===== src/rtl/uarch_pkg.sv =====
// rtl/uarch_pkg.sv - shared ROB sizing constants, pointer type and wrap-aware add
package uarch_pkg;

  localparam int ROB_ENTRIES = 32;
  localparam int TAG_WIDTH   = $clog2(ROB_ENTRIES);

  // One extra wrap bit above the tag distinguishes full from empty when
  // head and tail tags coincide.
  typedef logic [TAG_WIDTH:0] rob_ptr_t;

  // Advance a pointer by 0..3; the natural overflow of the wrap bit gives
  // modulo 2*ROB_ENTRIES arithmetic.
  function automatic rob_ptr_t rob_ptr_add(rob_ptr_t ptr, logic [1:0] inc);
    return ptr + rob_ptr_t'(inc);
  endfunction

endpackage


===== src/rtl/rob_alloc_ctrl.sv =====
// rtl/rob_alloc_ctrl.sv - in-order dual-slot ROB entry allocator with head/tail tracking
module rob_alloc_ctrl
  import uarch_pkg::*;
#(
  parameter int ROB_ENTRIES = uarch_pkg::ROB_ENTRIES,
  parameter int TAG_WIDTH   = $clog2(ROB_ENTRIES)
) (
  input  logic                 clk,
  input  logic                 rst,
  input  logic                 flush,
  input  logic [1:0]           alloc_req,
  output logic [1:0]           alloc_gnt,
  output logic [TAG_WIDTH-1:0] rob_tag0,
  output logic [TAG_WIDTH-1:0] rob_tag1,
  input  logic                 alloc_fire,
  input  logic [1:0]           commit_cnt,
  output logic [TAG_WIDTH-1:0] head_tag,
  output logic [TAG_WIDTH:0]   occupancy,
  output logic                 rob_empty,
  output logic                 rob_full,
  output logic                 ovf_err
);

  localparam int PW = TAG_WIDTH + 1;
  localparam logic [PW-1:0] OCC_FULL   = PW'(ROB_ENTRIES);
  localparam logic [PW-1:0] OCC_ALMOST = PW'(ROB_ENTRIES - 1);

  logic [PW-1:0] head_ptr;
  logic [PW-1:0] tail_ptr;
  logic [PW-1:0] occ_q;

  logic          free_ge1;
  logic          free_ge2;
  logic [1:0]    n_alloc;
  logic [1:0]    n_ret;
  logic          commit_ovf;
  logic [PW-1:0] head_nxt;
  logic [PW-1:0] tail_nxt;
  logic [PW-1:0] occ_nxt;

  // Free-space tests against registered occupancy only; same-cycle commits
  // never make room for a same-cycle grant.
  assign free_ge1 = (occ_q < OCC_FULL);
  assign free_ge2 = (occ_q < OCC_ALMOST);

  // In-order grants: slot 1 can only win when slot 0 is idle or also won.
  always_comb begin
    alloc_gnt = 2'b00;
    if (!rst && !flush) begin
      alloc_gnt[0] = alloc_req[0] && free_ge1;
      if (alloc_req[0]) begin
        alloc_gnt[1] = alloc_req[1] && alloc_gnt[0] && free_ge2;
      end else begin
        alloc_gnt[1] = alloc_req[1] && free_ge1;
      end
    end
  end

  // Tags are offered every cycle regardless of grant; slot 1 skips past slot 0
  // only when slot 0 is asking for an entry.
  assign rob_tag0 = tail_ptr[TAG_WIDTH-1:0];
  assign rob_tag1 = tail_ptr[TAG_WIDTH-1:0] + TAG_WIDTH'(alloc_req[0]);

  // Retire and allocate amounts; commits beyond the live count are clamped
  // and flagged as a protocol error.
  always_comb begin
    n_alloc    = 2'd0;
    n_ret      = commit_cnt;
    commit_ovf = 1'b0;
    if (alloc_fire) begin
      n_alloc = {1'b0, alloc_gnt[0]} + {1'b0, alloc_gnt[1]};
    end
    if (PW'(commit_cnt) > occ_q) begin
      n_ret      = occ_q[1:0];
      commit_ovf = 1'b1;
    end
  end

  // Next pointer/count values; flush discards every uncommitted entry by
  // collapsing tail onto the post-commit head.
  always_comb begin
    head_nxt = head_ptr + PW'(n_ret);
    tail_nxt = tail_ptr + PW'(n_alloc);
    occ_nxt  = occ_q + PW'(n_alloc) - PW'(n_ret);
    if (flush) begin
      tail_nxt = head_nxt;
      occ_nxt  = '0;
    end
  end

  // Pointer, occupancy and sticky error state.
  always_ff @(posedge clk or posedge rst) begin
    if (rst) begin
      head_ptr <= '0;
      tail_ptr <= '0;
      occ_q    <= '0;
      ovf_err  <= 1'b0;
    end else begin
      head_ptr <= head_nxt;
      tail_ptr <= tail_nxt;
      occ_q    <= occ_nxt;
      if (commit_ovf) begin
        ovf_err <= 1'b1;
      end
    end
  end

  assign head_tag  = head_ptr[TAG_WIDTH-1:0];
  assign occupancy = occ_q;
  assign rob_empty = (occ_q == '0);
  assign rob_full  = (occ_q == OCC_FULL);

endmodule


===== config.mk =====
export PLATFORM = sky130hd
export DESIGN_NAME = rob_alloc_ctrl
export DESIGN_NICKNAME = d
export VERILOG_FILES = /design/src/rtl/uarch_pkg.sv /design/src/rtl/rob_alloc_ctrl.sv
export SDC_FILE = /design/constraint.sdc
export NUM_CORES = 1
export LEC_CHECK = 0
export BUFFER_PORTS_ARGS = -buffer_cell sky130_fd_sc_hd__buf_2
export CAP_MARGIN = 20
export CORE_MARGIN = 10
export CORE_UTILIZATION = 56
export CTS_CLUSTER_DIAMETER = 100
export CTS_CLUSTER_SIZE = 40
export DETAILED_ROUTE_END_ITERATION = 8
export GPL_ROUTABILITY_DRIVEN = 0
export MAX_ROUTING_LAYER = met4
export PLACE_DENSITY = 0.84
export SYNTH_ARGS = -nofsm -noshare
export SYNTH_HDL_FRONTEND = slang
export SYNTH_SLANG_ARGS = --single-unit
export TNS_END_PERCENT = 20

===== constraint.sdc =====
create_clock -name clk -period 9.6 [get_ports clk]
set_input_delay 1.92 -clock clk [delete_from_list [all_inputs] [get_ports clk]]
set_output_delay 1.92 -clock clk [all_outputs]
set_load 0.02 [all_outputs]

# ---- Yosys cells after proc, flatten, opt, wreduce, memory -nomap -nowiden
# Cells that the tools add are included.
dict set report totals {
  ff_bits 19
  inputBits 8
  output_inout_bits 26
  word_cells 29
}
dict set report op_classes {
  n_addsub 6
  order_cmp 3
  eq_ne 1
  n_mux 7
  reduce_logical 8
}
# cell n
set ops {}
lappend ops {{$add 6x2->6} 3}
lappend ops {{$mux 6} 2}
lappend ops {{$eq 6x6->1 const B} 1}
lappend ops {{$gt 2x6->1} 1}
lappend ops {{$logic_not 6->1} 1}
lappend ops {{$lt 6x5->1 const B} 1}
lappend ops {{$lt 6x6->1 const B} 1}
lappend ops {{$mux 2} 3}
lappend ops {{$sub 6x2->6} 1}
lappend ops {{$add 5x1->5} 1}
lappend ops {{$logic_and 1x1->1} 5}
lappend ops {{$add 1x1->2} 1}
lappend ops {{$logic_not 1->1} 2}
lappend ops {{$mux 1} 2}

# ---- Logic depth before layout (Yosys ltp)
# Gate-level depths: netlist (run 1).
dict set report depth {
  depth_word 11
  depth_mapped 13
  ltp_nobuf 13
}

# ---- Worst setup path before layout (run 1)
# OpenSTA, ideal clock, no wires.
dict set report synth_timing {
  kind {input to register}
  start {input port flush}
  end {register occ_q[4], in the netlist occupancy[4]}
  t_arrival_ns 4.598
  required_ns 9.475
  slack_ns 4.877
  path_stages 10
  cell_sequence {nor3_1 nand2_1 a31oi_1 ha_1 and2_1 fa_1 fa_1 a21o_1 a21oi_1 mux2_2}
}
dict set report synth_between {
  elab_chain_cells 8
}
# item line
set synth_lines {}
lappend synth_lines {{start, declared} rob_alloc_ctrl.sv:10} ;# input logic flush,
lappend synth_lines {{$logic_not 1->1} rob_alloc_ctrl.sv:49} ;# if (!rst && !flush) begin
lappend synth_lines {{$logic_and 1x1->1} rob_alloc_ctrl.sv:49}
lappend synth_lines {{$mux 2} rob_alloc_ctrl.sv:49}
lappend synth_lines {{via alloc_gnt[1]} rob_alloc_ctrl.sv:12} ;# output logic [1:0] alloc_gnt,
lappend synth_lines {{$add 1x1->2} rob_alloc_ctrl.sv:71} ;# n_alloc = {1'b0, alloc_gnt[0]} + {1'b0, alloc_gnt[1]};
lappend synth_lines {{$mux 2} rob_alloc_ctrl.sv:70} ;# if (alloc_fire) begin
lappend synth_lines {{$add 6x2->6} rob_alloc_ctrl.sv:84} ;# occ_nxt = occ_q + PW'(n_alloc) - PW'(n_ret);
lappend synth_lines {{$sub 6x2->6} rob_alloc_ctrl.sv:84}
lappend synth_lines {{$mux 6} rob_alloc_ctrl.sv:85} ;# if (flush) begin
lappend synth_lines {{via occ_nxt[4]} rob_alloc_ctrl.sv:39} ;# logic [PW-1:0] occ_nxt;
lappend synth_lines {{end signal, assigned} rob_alloc_ctrl.sv:101} ;# occ_q <= occ_nxt;
lappend synth_lines {{end, declared} rob_alloc_ctrl.sv:30} ;# logic [PW-1:0] occ_q;
# The timed path passes the listed nets, and every way through them passes these cells.
# A chain may end at the register's enable or synchronous reset.

# ---- Worst setup path after layout (run 1)
dict set report layout_timing {
  start {input port alloc_req[0]}
  end {output port rob_tag1[4]}
}
dict set report layout_between {
  elab_chain_cells 1
}
# item line
set layout_lines {}
lappend layout_lines {{start, declared} rob_alloc_ctrl.sv:11} ;# input logic [1:0] alloc_req,
lappend layout_lines {{$add 5x1->5} rob_alloc_ctrl.sv:62} ;# assign rob_tag1 = tail_ptr[TAG_WIDTH-1:0] + TAG_WIDTH'(alloc_req[0]);
lappend layout_lines {{end, declared} rob_alloc_ctrl.sv:14} ;# output logic [TAG_WIDTH-1:0] rob_tag1,
# No other way between the ends.

==> flow_summary.yaml, run 1 <==
final_layout:
  post_route_cells_drive_above_1_share: 0.297
  layout.cells.most_common: "sky130_fd_sc_hd__buf_2"
  layout_common_cells: "33 x sky130_fd_sc_hd__buf_2, 20 x sky130_fd_sc_hd__ha_1, 17 x sky130_fd_sc_hd__dfrtp_1, 12 x sky130_fd_sc_hd__inv_1, 7 x sky130_fd_sc_hd__mux2_2"
  utilization: 0.683
  area.growth.synth_to_final_pct: 16.8
  antenna_cells: 0
  finish.net_count: 191
  final-instance-count-excl-fill: 186
  fillers: 171
detailed_routing:
  detail_route.iter0.violations: 63
  drt_drc_violations_left: 0
  dr.pass1.iters: 4
  number_of_vias_after_detailed_routing: 1029
  postRouteAntennaNets: 0
  wl_um: 3020
  via_per_inst: 5.53
  wire_per_inst_um: 16.2
timing:
  clock.fmax_ghz: 0.208
  final-hold-violation-count: 0
  report.final.setup_viol: 0
  tns_ns: 0
  clock-skew-final_ns: 0.00936
  unrepaired_setup_endpoints_after_global_routing: "no"
  final.setup.worst_slack_ns: 4.80
  max-slew-margin-rel: 0.558
  report.final.slew_viol_count: 0
  timing.final.crit_period_ns: 4.80
  whs_ns: 0.496
  max_slew.worst_pin.slew_ns: 0.663
  post_route_clock_period_utilization: 0.500
power_and_ir_drop:
  max-vdd-ir-drop_v: 0.000198
  p_leak_uw: 0.000788
  power_per_cell_area_mw_per_mm2: 370
min_path:
  worst_hold_path_type: "register to register"
  whs_path_depth: 1
clock_network:
  htree_num_levels: 1
  clkTransAtPathRegs_ns: 0.12
  cts_tree: "yes"
  clk_latency_ns: 0.31
  numCtsBuffers: 3
  cts.root.buffer_cell: "sky130_fd_sc_hd__clkbuf_4"
  cts_max_path_buffers: 2
  numClockSinks: 17
  cts_post_setup_buffers_inserted: 0
  ctsResizeCount: 0
  postCtsHoldBufs: 0
critical_path:
  crit_required_ns: 7.68
  path_class: "input pin to output pin"
  timing.critical_path.to_type: "output pin"
  timing.reg2reg.worst_path_depth: 12
  cp-start-kind: "input pin"
  crit_fanout: 3
  critPathArrivalTime_ns: 2.88
floorplan:
  effective_utilization_at_floorplan: 0.585
  top_level_pins: 34
  core-area_mm2: 0.00221
  std_cell_rows: 17
  fp.dieArea_mm2: 0.00463
  die_h_um: 68.1
  chipWidth_um: 68.1
global_routing:
  global_route.overflow_total: 0
  grt_pass1_vias: 1083
  largest_net_degree_at_the_start_of_global_routing: 18
  initial_antenna_violation_count: 0
  grt_first_pass_wirelength_um: 5000
  grt_usage: 0.147
synthesis:
  post_synth_num_cell_types: 35
  synthCells: 123
  postSynthRegisterBits: 17
  synth_area_leaders: "sky130_fd_sc_hd__dfrtp_1 33%, sky130_fd_sc_hd__ha_1 19%, sky130_fd_sc_hd__fa_1 6.2%"
  synthesis.area_mm2: 0.00129
  async_reset_ff_frac: 1.00
  synth_area_per_cell_um2: 10.5
  yosys_most_used_dff: "sky130_fd_sc_hd__dfrtp_1"
  cell_type_contributing_the_most_total_cell_area_after_synthesis: "sky130_fd_sc_hd__dfrtp_1"
  yosysSeqAreaShare: 0.329
  synth_fp_nets: 155
  synth-edff-count: 0
  synth_top_cell_area_share: 0.329
  synth-warning-count: 0
place:
  pre_cts_slack_ns: 4.71
  place.port_buffers: 33
  hpwl_after_dpl_um: 2530
  placed_cells_incl_taps: 182
status:
  outcome: "completed"
job:
  drv.max_cap_violation_count: 0
-- synthesized netlist by cell type (all sizes together), types with 2 or more instances --
library cell	instances
nor3	3
inv	13
fa	4
nor2	5
buf	2
nor4	2
nand3	6
a21oi	3
nand2	6
xor2	2
dfrtp	17
o21ai	2
a31oi	2
and2	2
nor2b	5
mux2	7
a21o	3
xnor2	6
ha	20
-- metal layers --
layer	GRT usage	wire (um)
met4	0.0452	48
met5	-	0
met1	0.158	1180
met2	0.252	1610
met3	0.0457	183
-- power by group --
| group | leakage [uW] | total [uW] | switching (uW) | internal (uW) |
|---|---|---|---|---|
| Combinational | 0.000570 | 367 | 213 | 154 |
| Sequential | 0.000204 | 149 | 43.2 | 106 |
| Clock | 0.0000139 | 42.5 | 26.6 | 15.9 |
-- critical path, cell delays in order --
cell and delay, ns:
sky130_fd_sc_hd__buf_2 0.12, sky130_fd_sc_hd__ha_1 0.21, sky130_fd_sc_hd__ha_1 0.21, sky130_fd_sc_hd__nand3_1 0.09, sky130_fd_sc_hd__xnor2_1 0.13, sky130_fd_sc_hd__buf_2 0.19
-- registers in the layout, indices dropped and copies added, names as in the netlist --
name	flops
occupancy	6
tail_ptr	5
head_ptr	5
ovf_err	1
-- metrics by stage --
step	power (uW)	cell area [um2]
6_report	559	1510
5_1_grt	608	1510
4_1_cts	564	1510
3_5_place_dp	519	1480
3_3_place_gp	502	1480
2_1_floorplan	413	1290
-- layout make-up --
cell class,count,area (um2),share of cell area
inverters,13,48.8,0.0323
well taps,28,35.0,0.0232
clock buffers,3,22.5,0.0149
multi-input cells,91,807,0.534
flip-flops and latches,17,425,0.281
clock inverters,1,7.51,0.00497
repair buffers,33,165,0.109
-- final timing paths --
kind,start,end,slack [ns]
worst min register to register,head_ptr[4],head_ptr[4],0.50
max in group asynchronous,rst,occupancy[1],7.47
worst min-delay path,head_ptr[4],head_ptr[4],0.50
worst max-delay path,alloc_req[0],rob_tag1[4],4.80
worst max register to register,occupancy[1],occupancy[4],6.20
min in group asynchronous,rst,head_ptr[4],1.70
-- cells by family (layout without fill, tap and decap cells) --
family	after synthesis	count (layout)	synth area share
compound gates	18	18	0.111
buf+inv	15	50	0.0474
xor+xnor	8	8	0.0542
flops	17	17	0.329
mux	8	8	0.0687
fa+ha+maj	24	24	0.255
simple gates	33	33	0.134
(Power assumes the default switching activity.)
==> inputs of run 2 (changes only) <==
--- a/config.mk
+++ b/config.mk
@@ -8,13 +8,13 @@
 export BUFFER_PORTS_ARGS = -buffer_cell sky130_fd_sc_hd__buf_2
 export CAP_MARGIN = 20
 export CORE_MARGIN = 10
-export CORE_UTILIZATION = 56
+export CORE_UTILIZATION = 47
 export CTS_CLUSTER_DIAMETER = 100
 export CTS_CLUSTER_SIZE = 40
 export DETAILED_ROUTE_END_ITERATION = 8
 export GPL_ROUTABILITY_DRIVEN = 0
 export MAX_ROUTING_LAYER = met4
-export PLACE_DENSITY = 0.84
+export PLACE_DENSITY = 0.75
 export SYNTH_ARGS = -nofsm -noshare
 export SYNTH_HDL_FRONTEND = slang
 export SYNTH_SLANG_ARGS = --single-unit
==> constraint.sdc (replaced) <==
create_clock -name clk -period 3.95 [get_ports clk]
set_input_delay 0.79 -clock clk [delete_from_list [all_inputs] [get_ports clk]]
set_output_delay 0.79 -clock clk [all_outputs]
set_load 0.02 [all_outputs]
==> run 2 against run 1 <==
Non-clock buffer count is 1 higher; clock-buffer cell count is 1 higher; flip-flop and latch count stayed put; cell area is 0.41% higher; first-iteration DRC count is 16% lower; worst hold slack worse by 0.022 ns; cell count is 1.6% higher; clock power is 140% higher; setup slack worse by 4.3 ns; die area is 13% higher; combinational power is 140% higher; sequential share of layout area is 0.12 points lower.
==> flow_summary.yaml, run 2 (same netlist as run 1, synthesis figures left out) <==
critical_path:
  critical-path-top-cell-by-count: "sky130_fd_sc_hd__ha_1"
  cpMaxStageDelayCell: "sky130_fd_sc_hd__fa_1"
  timing.critical_path.to_type: "register"
  crit_fanout: 4
  critical-path-top-delay-family: "adder cells"
  crit_path_launch: "commit_cnt[1]"
  critPathArrivalTime_ns: 3.63
  crit_required_ns: 4.16
  critPathMaxStageDelay_ns: 0.42
  path_class: "input pin to register"
  critical_path_buf_inv_count: 2
  cp-start-kind: "input pin"
  cp_cell_sequence: "buf_2 > ha_1 > nor2b_2 > o2111ai_4 > mux2_2 > ha_1 > inv_1 > ha_1 > fa_1 > a21o_1 > a21oi_1 > mux2_2"
  worst_r2r_startpoint: "occupancy[1]"
status:
  outcome: "completed"
global_routing:
  initial_antenna_violation_count: 0
  global_route.overflow_total: 0
  grt_pass1_vias: 1140
  grt_first_pass_wirelength_um: 5420
  grt_usage: 0.133
  largest_net_degree_at_the_start_of_global_routing: 18
power_and_ir_drop:
  report.power.total_uw: 1360
  power_per_cell_area_mw_per_mm2: 893
  max-vdd-ir-drop_v: 0.000502
  p_leak_uw: 0.000793
detailed_routing:
  detail_route.iter0.violations: 53
  via_per_inst: 5.46
  wire_per_inst_um: 16.7
  drt_drc_violations_left: 0
  number_of_vias_after_detailed_routing: 1031
  postRouteAntennaNets: 0
  wl_um: 3160
  dr.pass1.iters: 4
timing:
  final-hold-violation-count: 0
  timing.final.crit_period_ns: 3.43
  post_route_clock_period_utilization: 0.868
  clock-skew-final_ns: 0.00439
  clock.fmax_ghz: 0.292
  max-slew-margin-rel: 0.543
  max_slew.worst_pin.slew_ns: 0.685
  report.final.slew_viol_count: 0
  tns_ns: 0
  report.final.setup_viol: 0
  unrepaired_setup_endpoints_after_global_routing: "no"
final_layout:
  area.growth.synth_to_final_pct: 17.3
  layout.cells.most_common: "sky130_fd_sc_hd__buf_2"
  post_route_cells_drive_above_1_share: 0.296
  fillers: 232
  utilization: 0.596
  finish.net_count: 192
  number_of_flip_flops_in_the_largest_register: 6
  antenna_cells: 0
  layout_common_cells: "33 x sky130_fd_sc_hd__buf_2, 20 x sky130_fd_sc_hd__ha_1, 17 x sky130_fd_sc_hd__dfrtp_1, 12 x sky130_fd_sc_hd__inv_1, 7 x sky130_fd_sc_hd__mux2_2"
clock_network:
  htree_num_levels: 1
  numClockSinks: 17
  cts_tree: "yes"
  cts.root.buffer_cell: "sky130_fd_sc_hd__clkbuf_4"
  numCtsBuffers: 3
  cts_post_setup_buffers_inserted: 0
  clkTransAtPathRegs_ns: 0.11
  cts_max_path_buffers: 2
  postCtsHoldBufs: 0
  clk_latency_ns: 0.31
  ctsResizeCount: 0
floorplan:
  chipWidth_um: 72.5
  fp.dieArea_mm2: 0.00525
  die_h_um: 72.5
  core-area_mm2: 0.00254
  std_cell_rows: 18
  effective_utilization_at_floorplan: 0.508
  top_level_pins: 34
place:
  hpwl_after_dpl_um: 2570
  place.port_buffers: 33
min_path:
  min_delay_src: "ovf_err"
  worst_hold_path_type: "register to register"
job:
  drv.max_cap_violation_count: 0
==> run 2: changes by cell type in the layout (fill, tap and decap cells not counted) <==
cell / before / now
sky130_fd_sc_hd__clkbuf_1: 0 / 1
sky130_fd_sc_hd__clkinvlp_4: 1 / 0
sky130_fd_sc_hd__buf_4: 0 / 1
==> run 2: stage by stage <==
step                area, um2  hold slack [ns]  cells  worst slack (ns)
floorplan                1290            0.582    123             0.357
global placement         1490            0.460    185             0.278
detailed placement       1490            0.447    185             0.197
CTS                      1520            0.477    189             0.510
global route             1520            0.518    189             0.336
finish                   1520            0.474    189             0.521
==> run 2: final cells by class <==
class,instances,area (um2),share of cell area
clock buffers,4,26.3,0.0173
flip-flops and latches,17,425,0.280
inverters,13,48.8,0.0322
multi-input cells,91,807,0.532
well taps,30,37.5,0.0247
repair buffers,34,173,0.114
==> run 2: layer usage <==
layer | part of all wire | vias up | wire [um] | GRT usage
met5 | 0 | - | 0 | -
met4 | 0.019 | 0 | 59 | 0.0549
met3 | 0.046 | 6 | 146 | 0.0286
met2 | 0.47 | 25 | 1500 | 0.215
met1 | 0.46 | 499 | 1460 | 0.156
li1 | - | 501 | - | -
==> run 2: path summary, 6_finish.rpt <==
kind,to,slack [ns],cells past startpoint
max,occupancy[4],0.52,12
min,ovf_err,0.47,1
max reg2reg,occupancy[4],0.53,12
min reg2reg,ovf_err,0.47,1
max in group asynchronous,head_ptr[0],2.94,2
min in group asynchronous,occupancy[5],0.57,2
==> run 2: power by group <==
| part | internal (uW) | total [uW] | switching (uW) |
|---|---|---|---|
| registers | 257 | 362 | 105 |
| clock network | 39.4 | 103 | 63.9 |
| logic | 373 | 890 | 517 |
==> inputs of run 3 (changes only) <==
--- a/config.mk
+++ b/config.mk
@@ -8,13 +8,13 @@
 export BUFFER_PORTS_ARGS = -buffer_cell sky130_fd_sc_hd__buf_2
 export CAP_MARGIN = 20
 export CORE_MARGIN = 10
-export CORE_UTILIZATION = 47
+export CORE_UTILIZATION = 52
 export CTS_CLUSTER_DIAMETER = 100
 export CTS_CLUSTER_SIZE = 40
 export DETAILED_ROUTE_END_ITERATION = 8
 export GPL_ROUTABILITY_DRIVEN = 0
 export MAX_ROUTING_LAYER = met4
-export PLACE_DENSITY = 0.75
+export PLACE_DENSITY = 0.79
 export SYNTH_ARGS = -nofsm -noshare
 export SYNTH_HDL_FRONTEND = slang
 export SYNTH_SLANG_ARGS = --single-unit
==> constraint.sdc (replaced) <==
create_clock -name clk -period 3.8 [get_ports clk]
set_input_delay 0.76 -clock clk [delete_from_list [all_inputs] [get_ports clk]]
set_output_delay 0.76 -clock clk [all_outputs]
set_load 0.02 [all_outputs]
==> run 3 against run 2 <==
Global-route usage grew 0.20 points; cell area grew 0.74%; setup slack got worse by 0.14 ns; worst hold slack better by 0.036 ns; clock power up 6%; die area fell by 7.0%; via count up 0.78%; critical path depth unchanged; clock skew is 0.0063 ns higher; highest routed layer unchanged.
==> flow_summary.yaml, run 3 (same netlist as run 1, synthesis figures left out) <==
global_routing:
  grt_pass1_vias: 1131
  grt_usage: 0.135
  global_route.overflow_total: 0
  grt_first_pass_wirelength_um: 5300
  initial_antenna_violation_count: 0
  largest_net_degree_at_the_start_of_global_routing: 18
clock_network:
  ctsResizeCount: 0
  cts.root.buffer_cell: "sky130_fd_sc_hd__clkbuf_4"
  numClockSinks: 17
  clk_latency_ns: 0.31
  cts_post_setup_buffers_inserted: 0
  clkTransAtPathRegs_ns: 0.12
  numCtsBuffers: 3
  cts_max_path_buffers: 2
  cts_tree: "yes"
  htree_num_levels: 1
  postCtsHoldBufs: 0
timing:
  post_route_clock_period_utilization: 0.900
  tns_ns: 0
  unrepaired_setup_endpoints_after_global_routing: "no"
  report.final.slew_viol_count: 0
  clock.fmax_ghz: 0.292
  max-slew-margin-rel: 0.560
  clock-skew-final_ns: 0.0107
  final-hold-violation-count: 0
  max_slew.worst_pin.slew_ns: 0.659
  timing.final.crit_period_ns: 3.42
  report.final.setup_viol: 0
final_layout:
  stdcell_area_mm2: 0.00153
  final-instance-count-excl-fill: 190
  fillers: 209
  area.growth.synth_to_final_pct: 18.2
  antenna_cells: 0
  number_of_flip_flops_in_the_largest_register: 6
  post_route_cells_drive_above_1_share: 0.306
  layout.cells.most_common: "sky130_fd_sc_hd__buf_2"
  finish.net_count: 193
  layout_common_cells: "33 x sky130_fd_sc_hd__buf_2, 20 x sky130_fd_sc_hd__ha_1, 17 x sky130_fd_sc_hd__dfrtp_1, 12 x sky130_fd_sc_hd__inv_1, 7 x sky130_fd_sc_hd__mux2_2"
detailed_routing:
  postRouteAntennaNets: 0
  wire_per_inst_um: 16.7
  via_per_inst: 5.47
  dr.pass1.iters: 4
  wl_um: 3170
  detail_route.iter0.violations: 22
  drt_drc_violations_left: 0
  number_of_vias_after_detailed_routing: 1039
critical_path:
  path_class: "input pin to register"
  critPathArrivalTime_ns: 3.62
  crit_path_launch: "commit_cnt[1]"
  cp-start-kind: "input pin"
  timing.critical_path.to_type: "register"
  crit_fanout: 4
  ff2ff_setup_slack_ns: 0.56
  worst_r2r_startpoint: "occupancy[5]"
  crit_required_ns: 4.00
place:
  place.port_buffers: 33
  placed_cells_incl_taps: 186
  placedInstanceArea_mm2: 0.00150
  hpwl_after_dpl_um: 2510
min_path:
  min_delay_src: "ovf_err"
  worst_hold_path_type: "register to register"
status:
  outcome: "completed"
floorplan:
  core-area_mm2: 0.00243
  die_h_um: 69.9
  std_cell_rows: 18
  fp.dieArea_mm2: 0.00488
  effective_utilization_at_floorplan: 0.532
  chipWidth_um: 69.9
  top_level_pins: 34
job:
  drv.max_cap_violation_count: 0
power_and_ir_drop:
  p_leak_uw: 0.000798
  max-vdd-ir-drop_v: 0.000463
  power_per_cell_area_mw_per_mm2: 925
==> run 3: per-stage QoR <==
step	power, uW	util	hold WS, ns	setup slack (ns)
after floorplan	1040	-	0.582	0.237
after global placement	1270	0.616	0.465	0.159
after detailed placement	1310	0.616	0.491	0.0794
after CTS	1420	0.629	0.522	0.376
after global routing	1540	0.629	0.553	0.254
final	1410	0.629	0.510	0.379
==> run 3: final timing paths <==
check | end | cells past startpoint
max | occupancy[4] | 12
min | ovf_err | 1
max reg2reg | occupancy[4] | 10
min reg2reg | ovf_err | 1
max in group asynchronous | occupancy[0] | 2
min in group asynchronous | head_ptr[4] | 2
==> run 3: power breakdown <==
group	internal, uW	switching [uW]	total [uW]	leakage [uW]
clock	40.2	69.3	109	0.0000139
combinational	391	545	936	0.000580
sequential	267	101	368	0.000204
==> run 3: area by class of cell <==
cell class / instances / area [um2] / area share
Clock inverter: 1 / 7.51 / 0.00491
Timing Repair Buffer: 35 / 180 / 0.118
Clock buffer: 3 / 22.5 / 0.0147
Sequential cell: 17 / 425 / 0.278
Multi-Input combinational cell: 91 / 807 / 0.528
Tap cell: 30 / 37.5 / 0.0245
Inverter: 13 / 48.8 / 0.0319
==> run 3: layer usage <==
layer  GRT usage  up-vias  part of all wire
li1            -      502                 -
met1       0.149      505              0.42
met2       0.229       27              0.52
met3      0.0282        5             0.047
met4      0.0570        0             0.016
met5           -        -                 0
==> run 3: critical path, cell delays in order <==
cell and delay, ns:
sky130_fd_sc_hd__buf_2 0.12, sky130_fd_sc_hd__ha_1 0.31, sky130_fd_sc_hd__nor2b_2 0.18, sky130_fd_sc_hd__o2111ai_4 0.23, sky130_fd_sc_hd__mux2_2 0.39, sky130_fd_sc_hd__ha_1 0.28, sky130_fd_sc_hd__inv_1 0.04, sky130_fd_sc_hd__ha_1 0.21
sky130_fd_sc_hd__fa_1 0.42, sky130_fd_sc_hd__a21o_1 0.19, sky130_fd_sc_hd__a21oi_1 0.15, sky130_fd_sc_hd__mux2_2 0.34
